## src/rtl/frame_ctrl_pkg.sv

```systemverilog
// Shared encodings for the ping-pong frame-bank controller.
// Writer/reader state machines and bank identifiers.
package frame_ctrl_pkg;

    typedef enum logic [1:0] {
        W_IDLE,
        W_FRAME,
        W_LINE,
        W_COMMIT
    } wr_state_e;

    typedef enum logic {
        R_IDLE,
        R_LOCK
    } rd_state_e;

    localparam logic BANK_A = 1'b0;
    localparam logic BANK_B = 1'b1;

endpackage

```

## src/rtl/val_edge_det.sv

```systemverilog
// Rise/fall detector for a framing strobe (FVAL or DVAL).
// Reset value is a parameter so a level already high at reset is not a rise.
module val_edge_det #(
    parameter logic RST_VAL = 1'b0
) (
    input  logic clk,
    input  logic rst_n,
    input  logic sig_i,
    output logic rise_o,
    output logic fall_o
);

    logic sig_q;

    always_ff @(posedge clk or negedge rst_n) begin
        if (!rst_n) sig_q <= RST_VAL;
        else        sig_q <= sig_i;
    end

    assign rise_o = sig_i & ~sig_q;
    assign fall_o = ~sig_i & sig_q;

endmodule

```

## src/rtl/frame_bank_ctrl.sv

```systemverilog
// Ping-pong frame-buffer controller: write addressing per bank and
// exclusive reader locking of the most recently committed frame.
module frame_bank_ctrl
    import frame_ctrl_pkg::*;
#(
    parameter int ADDR_WIDTH = 11,
    parameter int ROWS       = 480,
    parameter int COLS       = 640,
    parameter int FCNT_WIDTH = 16
) (
    input  logic                  CCLK,
    input  logic                  RST_N,
    input  logic                  iFVAL,
    input  logic                  iDVAL,
    input  logic                  iRD_REQ,
    input  logic                  iRD_DONE,
    output logic                  oWEA,
    output logic                  oWEB,
    output logic [ADDR_WIDTH-1:0] oWR_ROW,
    output logic [ADDR_WIDTH-1:0] oWR_COL,
    output logic                  oRD_GRANT,
    output logic                  oRD_BANK,
    output logic                  oRD_LOCK,
    output logic [FCNT_WIDTH-1:0] oFRAME_CNT,
    output logic                  oOVR
);

    localparam logic [ADDR_WIDTH-1:0] ROWS_L = ADDR_WIDTH'(ROWS);
    localparam logic [ADDR_WIDTH-1:0] COLS_L = ADDR_WIDTH'(COLS);

    logic fval_rise, fval_fall, dval_rise, dval_fall;

    wr_state_e wst_q, wst_d;
    rd_state_e rst_q, rst_d;

    logic                  wr_bank_q, wr_bank_d;
    logic                  last_bank_q, last_bank_d;
    logic                  rdy_q, rdy_d;
    logic [ADDR_WIDTH-1:0] row_q, row_d;
    logic [ADDR_WIDTH-1:0] col_q, col_d;
    logic [FCNT_WIDTH-1:0] fcnt_q, fcnt_d;
    logic                  ovr_q, ovr_d;
    logic                  wea_q, wea_d;
    logic                  web_q, web_d;
    logic [ADDR_WIDTH-1:0] wr_row_q, wr_row_d;
    logic [ADDR_WIDTH-1:0] wr_col_q, wr_col_d;
    logic                  grant_q, grant_d;
    logic                  rd_bank_q, rd_bank_d;

    logic                  wr_cyc;
    logic                  in_rng;
    logic                  nb;
    logic [ADDR_WIDTH-1:0] cur_col;

    val_edge_det #(.RST_VAL(1'b1)) u_fval (
        .clk    (CCLK),
        .rst_n  (RST_N),
        .sig_i  (iFVAL),
        .rise_o (fval_rise),
        .fall_o (fval_fall)
    );

    val_edge_det #(.RST_VAL(1'b0)) u_dval (
        .clk    (CCLK),
        .rst_n  (RST_N),
        .sig_i  (iDVAL),
        .rise_o (dval_rise),
        .fall_o (dval_fall)
    );

    always_comb begin
        wst_d       = wst_q;
        wr_bank_d   = wr_bank_q;
        last_bank_d = last_bank_q;
        rdy_d       = rdy_q;
        row_d       = row_q;
        col_d       = col_q;
        fcnt_d      = fcnt_q;
        ovr_d       = ovr_q;
        wea_d       = 1'b0;
        web_d       = 1'b0;
        wr_row_d    = wr_row_q;
        wr_col_d    = wr_col_q;
        wr_cyc      = 1'b0;
        in_rng      = 1'b0;
        cur_col     = col_q;
        nb          = ~last_bank_q;

        unique case (wst_q)
            W_IDLE: begin
                if (fval_rise) begin
                    nb = (rst_q == R_LOCK) ? ~rd_bank_q : ~last_bank_q;
                    wst_d     = W_FRAME;
                    wr_bank_d = nb;
                    row_d     = '0;
                    col_d     = '0;
                    if (nb == last_bank_q) rdy_d = 1'b0;
                end
            end
            W_FRAME: begin
                if (fval_fall) begin
                    wst_d = W_COMMIT;
                end else if (dval_rise) begin
                    wst_d   = W_LINE;
                    wr_cyc  = 1'b1;
                    cur_col = '0;
                end
            end
            W_LINE: begin
                wr_cyc = iDVAL;
                if (fval_fall) begin
                    wst_d = W_COMMIT;
                end else if (dval_fall) begin
                    wst_d = W_FRAME;
                    if (row_q < ROWS_L) row_d = row_q + ADDR_WIDTH'(1);
                end
            end
            W_COMMIT: begin
                wst_d       = W_IDLE;
                last_bank_d = wr_bank_q;
                rdy_d       = 1'b1;
                fcnt_d      = fcnt_q + FCNT_WIDTH'(1);
            end
            default: wst_d = W_IDLE;
        endcase

        // Column saturates at COLS so a long line can never wrap back in range.
        if (wr_cyc) begin
            in_rng   = (row_q < ROWS_L) && (cur_col < COLS_L);
            wea_d    = in_rng && (wr_bank_q == BANK_A);
            web_d    = in_rng && (wr_bank_q == BANK_B);
            wr_row_d = row_q;
            wr_col_d = cur_col;
            if (cur_col < COLS_L) col_d = cur_col + ADDR_WIDTH'(2);
            if (!in_rng) ovr_d = 1'b1;
        end
    end

    always_comb begin
        rst_d     = rst_q;
        grant_d   = 1'b0;
        rd_bank_d = rd_bank_q;

        unique case (rst_q)
            R_IDLE: begin
                if (iRD_REQ && rdy_q && (wst_q != W_COMMIT)) begin
                    rst_d     = R_LOCK;
                    grant_d   = 1'b1;
                    rd_bank_d = last_bank_q;
                end
            end
            R_LOCK: begin
                if (iRD_DONE) rst_d = R_IDLE;
            end
            default: rst_d = R_IDLE;
        endcase
    end

    always_ff @(posedge CCLK or negedge RST_N) begin
        if (!RST_N) begin
            wst_q       <= W_IDLE;
            rst_q       <= R_IDLE;
            wr_bank_q   <= BANK_A;
            last_bank_q <= BANK_B;
            rdy_q       <= 1'b0;
            row_q       <= '0;
            col_q       <= '0;
            fcnt_q      <= '0;
            ovr_q       <= 1'b0;
            wea_q       <= 1'b0;
            web_q       <= 1'b0;
            wr_row_q    <= '0;
            wr_col_q    <= '0;
            grant_q     <= 1'b0;
            rd_bank_q   <= BANK_A;
        end else begin
            wst_q       <= wst_d;
            rst_q       <= rst_d;
            wr_bank_q   <= wr_bank_d;
            last_bank_q <= last_bank_d;
            rdy_q       <= rdy_d;
            row_q       <= row_d;
            col_q       <= col_d;
            fcnt_q      <= fcnt_d;
            ovr_q       <= ovr_d;
            wea_q       <= wea_d;
            web_q       <= web_d;
            wr_row_q    <= wr_row_d;
            wr_col_q    <= wr_col_d;
            grant_q     <= grant_d;
            rd_bank_q   <= rd_bank_d;
        end
    end

    assign oWEA       = wea_q;
    assign oWEB       = web_q;
    assign oWR_ROW    = wr_row_q;
    assign oWR_COL    = wr_col_q;
    assign oRD_GRANT  = grant_q;
    assign oRD_BANK   = rd_bank_q;
    assign oRD_LOCK   = (rst_q == R_LOCK);
    assign oFRAME_CNT = fcnt_q;
    assign oOVR       = ovr_q;

endmodule
```

## config.mk

```make
export PLATFORM = sky130hd
export DESIGN_NAME = frame_bank_ctrl
export DESIGN_NICKNAME = d
export VERILOG_FILES = /design/src/rtl/frame_ctrl_pkg.sv /design/src/rtl/val_edge_det.sv /design/src/rtl/frame_bank_ctrl.sv
export SDC_FILE = /design/constraint.sdc
export NUM_CORES = 1
export LEC_CHECK = 0
export ABC_AREA = 1
export BUFFER_PORTS_ARGS = -buffer_cell sky130_fd_sc_hd__buf_2
export CORE_ASPECT_RATIO = 0.7
export CORE_MARGIN = 8
export CORE_UTILIZATION = 35
export DETAILED_ROUTE_END_ITERATION = 12
export GPL_ROUTABILITY_DRIVEN = 0
export GPL_TIMING_DRIVEN = 0
export PLACE_DENSITY = 0.54
export REMOVE_ABC_BUFFERS = 1
export SYNTH_ARGS = -nofsm -noshare
export SYNTH_HDL_FRONTEND = slang
export SYNTH_HIERARCHICAL = 1
export SYNTH_SLANG_ARGS = --single-unit
```

## constraint.sdc

```tcl
create_clock -name CCLK -period 2.5 [get_ports CCLK]
set_clock_uncertainty 0.15 [all_clocks]
set_input_delay 0.25 -clock CCLK [delete_from_list [all_inputs] [get_ports CCLK]]
set_output_delay 0.25 -clock CCLK [all_outputs]
set_load 0.02 [all_outputs]
```

; Yosys cells after proc, flatten, opt, wreduce, memory -nomap -nowiden
; Index checks and enable logic that the tools add are counted.
[op_classes]
eq_ne = 12
order_cmp = 2
bitwise = 13
muxes = 31
n_reduce_logical = 14
add_sub_neg = 3
[op_table]
columns = operator, n
row1 = $mux 11, 11
row2 = $pmux 11 s2, 1
row3 = $add 16x1->16 const B, 1
row4 = $ne 2x2->1 const B, 6
row5 = $add 11x1->11 const B, 1
row6 = $add 11x2->11 const B, 1
row7 = $lt 11x10->1 const B, 1
row8 = $lt 11x9->1 const B, 1
row9 = $mux 1, 10
row10 = $mux 2, 5
row11 = $not 1->1, 9
row12 = $pmux 2 s4, 1
row13 = $ne 3x3->1 const B, 2
row14 = $pmux 1 s2, 3
row15 = $reduce_and 2->1, 3
row16 = $reduce_and 3->1, 2
row17 = $logic_and 1x1->1, 5
row18 = $reduce_and 5->1, 1
row19 = $and 1x1->1, 4
row20 = $eq 2x2->1 const B, 2
row21 = $reduce_bool 2->1, 2
row22 = $eq 2x1->1 const B, 1
row23 = $logic_not 2->1, 1
row24 = $eq 1x1->1, 1
[word_totals]
wordCells = 92
regBits = 73
output_inout_bits = 44
input_bits = 6

; Logic depth before layout (Yosys ltp)
[logic_depth]
ltp_word = 9
depth_mapped = 14
ltp_nobuf = 13

; Modules after synthesis
; The synthesis kept the hierarchy.
[modules_own_cells]
columns = module, n_inst, seq_area_each_um2, area_per_inst_um2, cells_each
row1 = frame_bank_ctrl, 1, 1778.0, 3549.7, 436
row2 = val_edge_det (u_fval), 1, 26.3, 41.3, 5
row3 = val_edge_det (u_dval), 1, 25.0, 40.0, 5

; Worst setup path after synthesis
; No wires, ideal clock.
[synth_timing]
kind = flip-flop to flip-flop
startpoint = register u_fval.sig_q
endpoint = register col_q[5]
required_time_ns = 2.233
setup_slack_ns = 0.434
period_less_slack_ns = 2.066
setup_ns = 0.117
path_buffers = 1
arrival_time_ns = 1.799
stages_incl_launch_ff = 14
cell_sequence = dfstp_2 -> inv_1 -> nor2_1 -> inv_2 -> nand3_4 -> buf_4 -> nand2_1 -> inv_1 -> ha_1 -> nand4_1 -> inv_1 -> nand3_1 -> nand3_1 -> nand2_1
[synth_between]
elab_chain_len = 6
elab_cells_between_ends = 13
cone_classes = 1 x add/sub / 1 x order compare / 8 x mux / 3 x bitwise
[synth_rtl]
columns = item, line_no
row1 = from (decl), val_edge_det.sv:13  ; logic sig_q;
row2 = from (signal assigned), val_edge_det.sv:17  ; else sig_q <= sig_i;
row3 = $and 1x1->1 (*), val_edge_det.sv:21  ; assign fall_o = ~sig_i & sig_q;
row4 = named net fval_fall, frame_bank_ctrl.sv:31  ; logic fval_rise, fval_fall, dval_rise, dval_fall;
row5 = $mux 11 (*), frame_bank_ctrl.sv:101  ; if (fval_fall) begin
row6 = $mux 11 (*), frame_bank_ctrl.sv:89  ; unique case (wst_q)
row7 = named net cur_col[1], frame_bank_ctrl.sv:53  ; logic [ADDR_WIDTH-1:0] cur_col;
row8 = $add 11x2->11 / $lt 11x10->1 (equally long branches), frame_bank_ctrl.sv:134  ; if (cur_col < COLS_L) col_d = cur_col + ADDR_WIDTH'(2);
row9 = $mux 11 (*), frame_bank_ctrl.sv:134
row10 = $mux 11 (*), frame_bank_ctrl.sv:128  ; if (wr_cyc) begin
row11 = named net col_d[5], frame_bank_ctrl.sv:40  ; logic [ADDR_WIDTH-1:0] col_q, col_d;
row12 = to (signal assigned), frame_bank_ctrl.sv:183  ; col_q <= col_d;
row13 = to (decl), frame_bank_ctrl.sv:40
; The timed path passes the listed nets; every way through them passes the cells marked *.
; A chain may end at the register's enable or synchronous reset.

; Final worst setup path
[layout_timing]
startpoint = input port iFVAL
endpoint = register col_q[9]
[layout_between]
elab_chain_len = 7
elab_cells_between_ends = 13
cone_classes = 1 x add/sub / 1 x order compare / 8 x mux / 3 x bitwise
[layout_rtl]
columns = item, line_no
row1 = from (decl), frame_bank_ctrl.sv:13  ; input logic iFVAL,
row2 = $not 1->1 (*), val_edge_det.sv:21
row3 = $and 1x1->1 (*), val_edge_det.sv:21
row4 = named net fval_fall, frame_bank_ctrl.sv:31
row5 = $mux 11 (*), frame_bank_ctrl.sv:101
row6 = $mux 11 (*), frame_bank_ctrl.sv:89
row7 = named net cur_col[1], frame_bank_ctrl.sv:53
row8 = $add 11x2->11 / $lt 11x10->1 (equally long branches), frame_bank_ctrl.sv:134
row9 = $mux 11 (*), frame_bank_ctrl.sv:134
row10 = $mux 11 (*), frame_bank_ctrl.sv:128
row11 = named net col_d[9], frame_bank_ctrl.sv:40
; Marked as above.

==> impl_metrics.yaml <==
floorplan:
  initial_core_util: 0.355
  num_rows: 31
  io_pins: 50
  die_h_um: 101
  dieArea_um2: 13900
  die_w_um: 138
  coreArea_um2: 10200
timing:
  rsz0062_at_grt: "false"
  slew_headroom: 0.659
  tns_ps: 0
  worst_pin_slew_ps: 511
  fmax_ghz: 0.455
  setup_violations: 0
  fin_crit_sh: 0.880
  min_period_ps: 2200
  slew_violations: 0
  finalHoldViolCount: 0
  setup_ws_ps: 301
worst_setup_path:
  end_kind: "register"
  cp_common_cell: "nand2_1"
  max_stage_delay_ps: 530
  path_max_fanout: 8
  arrival_ps: 2320
  cpMaxStageDelayCell: "dlygate4sd3_1"
  path_cells: "dlygate4sd3_1 -> buf_2 -> nor2_2 -> inv_2 -> nand3_4 -> nand2_1 -> inv_1 -> ha_1 -> nand4_1 -> inv_1 -> nand3_1 -> nand2_1 -> nand2_1 -> nand2_1"
  critPathLaunch: "iFVAL"
  startpoint_type: "input pin"
  required_ps: 2620
  critical_path_class: "in2reg"
  reg2reg_from: "u_fval/sig_q$_DFF_PN1_"
grt:
  antenna_found_initial: 0
  grt_usage: 0.124
  overflow: 0
  grt_pass1_vias: 2847
  grt_start_max_net_pins: 46
  grt_pass1_wl_um: 13700
route:
  vias: 3011
  wl_um: 8090
  routed_via_density: 4.70
  dr.first_iter.drc_count: 155
  drt-pass1-iter-count: 4
  drc_errors: 0
  routedWlPerCell_um: 12.6
  ant_nets: 0
yosys:
  syn_inst: 446
  synth_area_um2: 3630
  synth-seq-cells: 73
  synth_top_area_cell: "dfrtp_1"
  syn_avg_cell_area_um2: 8.14
  ys_seq_area_frac: 0.504
  yosysTopAreaCellShare: 0.489
  synth_cell_types: 32
  ys.warnings.count: 6
  synth_area_leaders: "dfrtp_1 49%, nand2_1 14%, nand3_1 5.4%, o21ai_0 4.7%, inv_1 4.5%"
layout:
  final_cells: 641
  diodes: 0
  layout.nets: 518
  final_cell_mix: "140 x nand2_1, 71 x dfrtp_1, 48 x buf_2, 44 x inv_1, 40 x nor2_1"
  multi_input_area_um2: 1550
  layout.cells.most_common: "nand2_1"
  area.sequential_um2: 1830
  n_fill_cell: 1073
  area.growth.synth_to_final_pct: 19.6
  drive_above_1_share: 0.171
hold_path:
  hp-class: "in2reg"
  min_from: "iRD_REQ"
cts:
  cts_made_buffers: 9
  clock_latency_ps: 340
  htreeDepth: 3
  path_clk_slew_ps: 50
  root_buffer: "clkbuf_16"
  clkSinkCount: 73
  clk_path_buf_depth: 2
  cts_tree: "yes"
outcome:
  run_status: "complete, no violations"
placed_design:
  place_ws_ps: 149
  io_buffers: 49
  placed_cells: 618
  hpwl_um: 5750
pwr:
  powerDensity_nw_per_um2: 939
  vdd_drop_max_mv: 0.304
  leakage_nw: 2.26
job:
  cap_violations: 0
-- power by group --
group / leakage, nW / switching (mW) / internal [mW] / total, mW
clock network: 0.131 / 0.469 / 0.728 / 1.20
registers: 0.980 / 0.166 / 1.40 / 1.57
logic: 1.15 / 0.928 / 0.383 / 1.31
total: 2.26 / 1.56 / 2.51 / 4.08
-- per-stage QoR --
stage	total power [mW]	instance area, um^2	hold WS [ps]	utilization
2_1_floorplan	2.47	3560	-196	-
3_3_place_gp	2.88	3970	238	0.388
3_5_place_dp	2.90	4000	81.2	0.391
4_1_cts	4.14	4320	87.6	0.421
5_1_grt	4.39	4340	115	0.424
6_report	4.08	4340	95.5	0.424
-- Yosys cell counts --
cell / number
nor2_2: 2
nand2_4: 1
o21ai_2: 3
clkbuf_1: 3
inv_2: 4
dfrtp_1: 71
nor2_1: 41
inv_4: 1
xnor2_1: 3
dfstp_2: 2
nand4_1: 8
nand2_1: 140
nand3_4: 2
o211ai_2: 1
and2_1: 1
xor2_1: 11
nand2_2: 3
inv_1: 44
nor3_2: 1
nor3_1: 6
nand3_1: 39
a21o_1: 1
a21oi_1: 3
o21ai_0: 34
buf_4: 1
nand3b_1: 1
ha_1: 8
buf_6: 3
nor3_4: 1
o22ai_1: 1
buf_2: 3
o21ai_1: 3
-- final cells by class --
| class | instances | area share |
|---|---|---|
| timing repair buffer | 57 | 0.0778 |
| tap | 132 | 0.0380 |
| clock buffer | 16 | 0.0625 |
| multi-input combinational | 314 | 0.358 |
| sequential | 73 | 0.421 |
| inverter | 49 | 0.0429 |
-- repair_timing --
item | 4_1_cts | 5_1_grt
setup endpoints to repair | 0 | 10
resized for setup | 0 | 2
endpoints found under the hold margin | 33 | 0
buffers inserted | 0 | 3
hold buffers | 4 | 0
-- cell families (layout without fill, tap and decap cells) --
group                    count (synthesis)  after routing  synth area share
AND/OR/NAND/NOR                        246            246             0.295
buffers and inverters                   59            122            0.0700
AO/OA/AOI/OAI                           46             46            0.0696
flip-flops                              73             73             0.504
XOR/XNOR                                14             14            0.0338
adder cells (fa/ha/maj)                  8              8            0.0276
-- path summary, 6_finish.rpt --
check                           cells after the start  slack [ps]                      end
worst max register to register                     13         350       col_q[9]$_DFF_PN0_
worst min-delay path                                3         100      oRD_GRANT$_DFF_PN0_
min in group asynchronous                           2         250   oWR_COL[9]$_DFFE_PN0P_
worst max-delay path                               14         300       col_q[9]$_DFF_PN0_
worst min register to register                      2         330  oWR_ROW[10]$_DFFE_PN0P_
max in group asynchronous                           3        1320  last_bank_q$_DFFE_PN1P_
-- per-layer routing --
layer | part of all wire | up-vias | track usage
li1 | - | 1545 | -
met5 | 0 | - | 0
met1 | 0.51 | 1404 | 0.167
met2 | 0.42 | 55 | 0.181
met3 | 0.066 | 7 | 0.0500
met4 | 0.0074 | 0 | 0.0280
-- flip-flops by register name, indices dropped and copies added (netlist names), 2 cells and up --
signal / flops
oFRAME_CNT: 16
col_q: 11
oWR_COL: 11
wst_q: 2
row_q: 11
oWR_ROW: 11
-- critical path, delay by kind of cell --
family,cells,cell delay [ps]
adders and majority gates,1,190
buffers and inverters,5,960
and+or+nand+nor,8,910
Note: power is estimated with default switching activity, not from simulation.
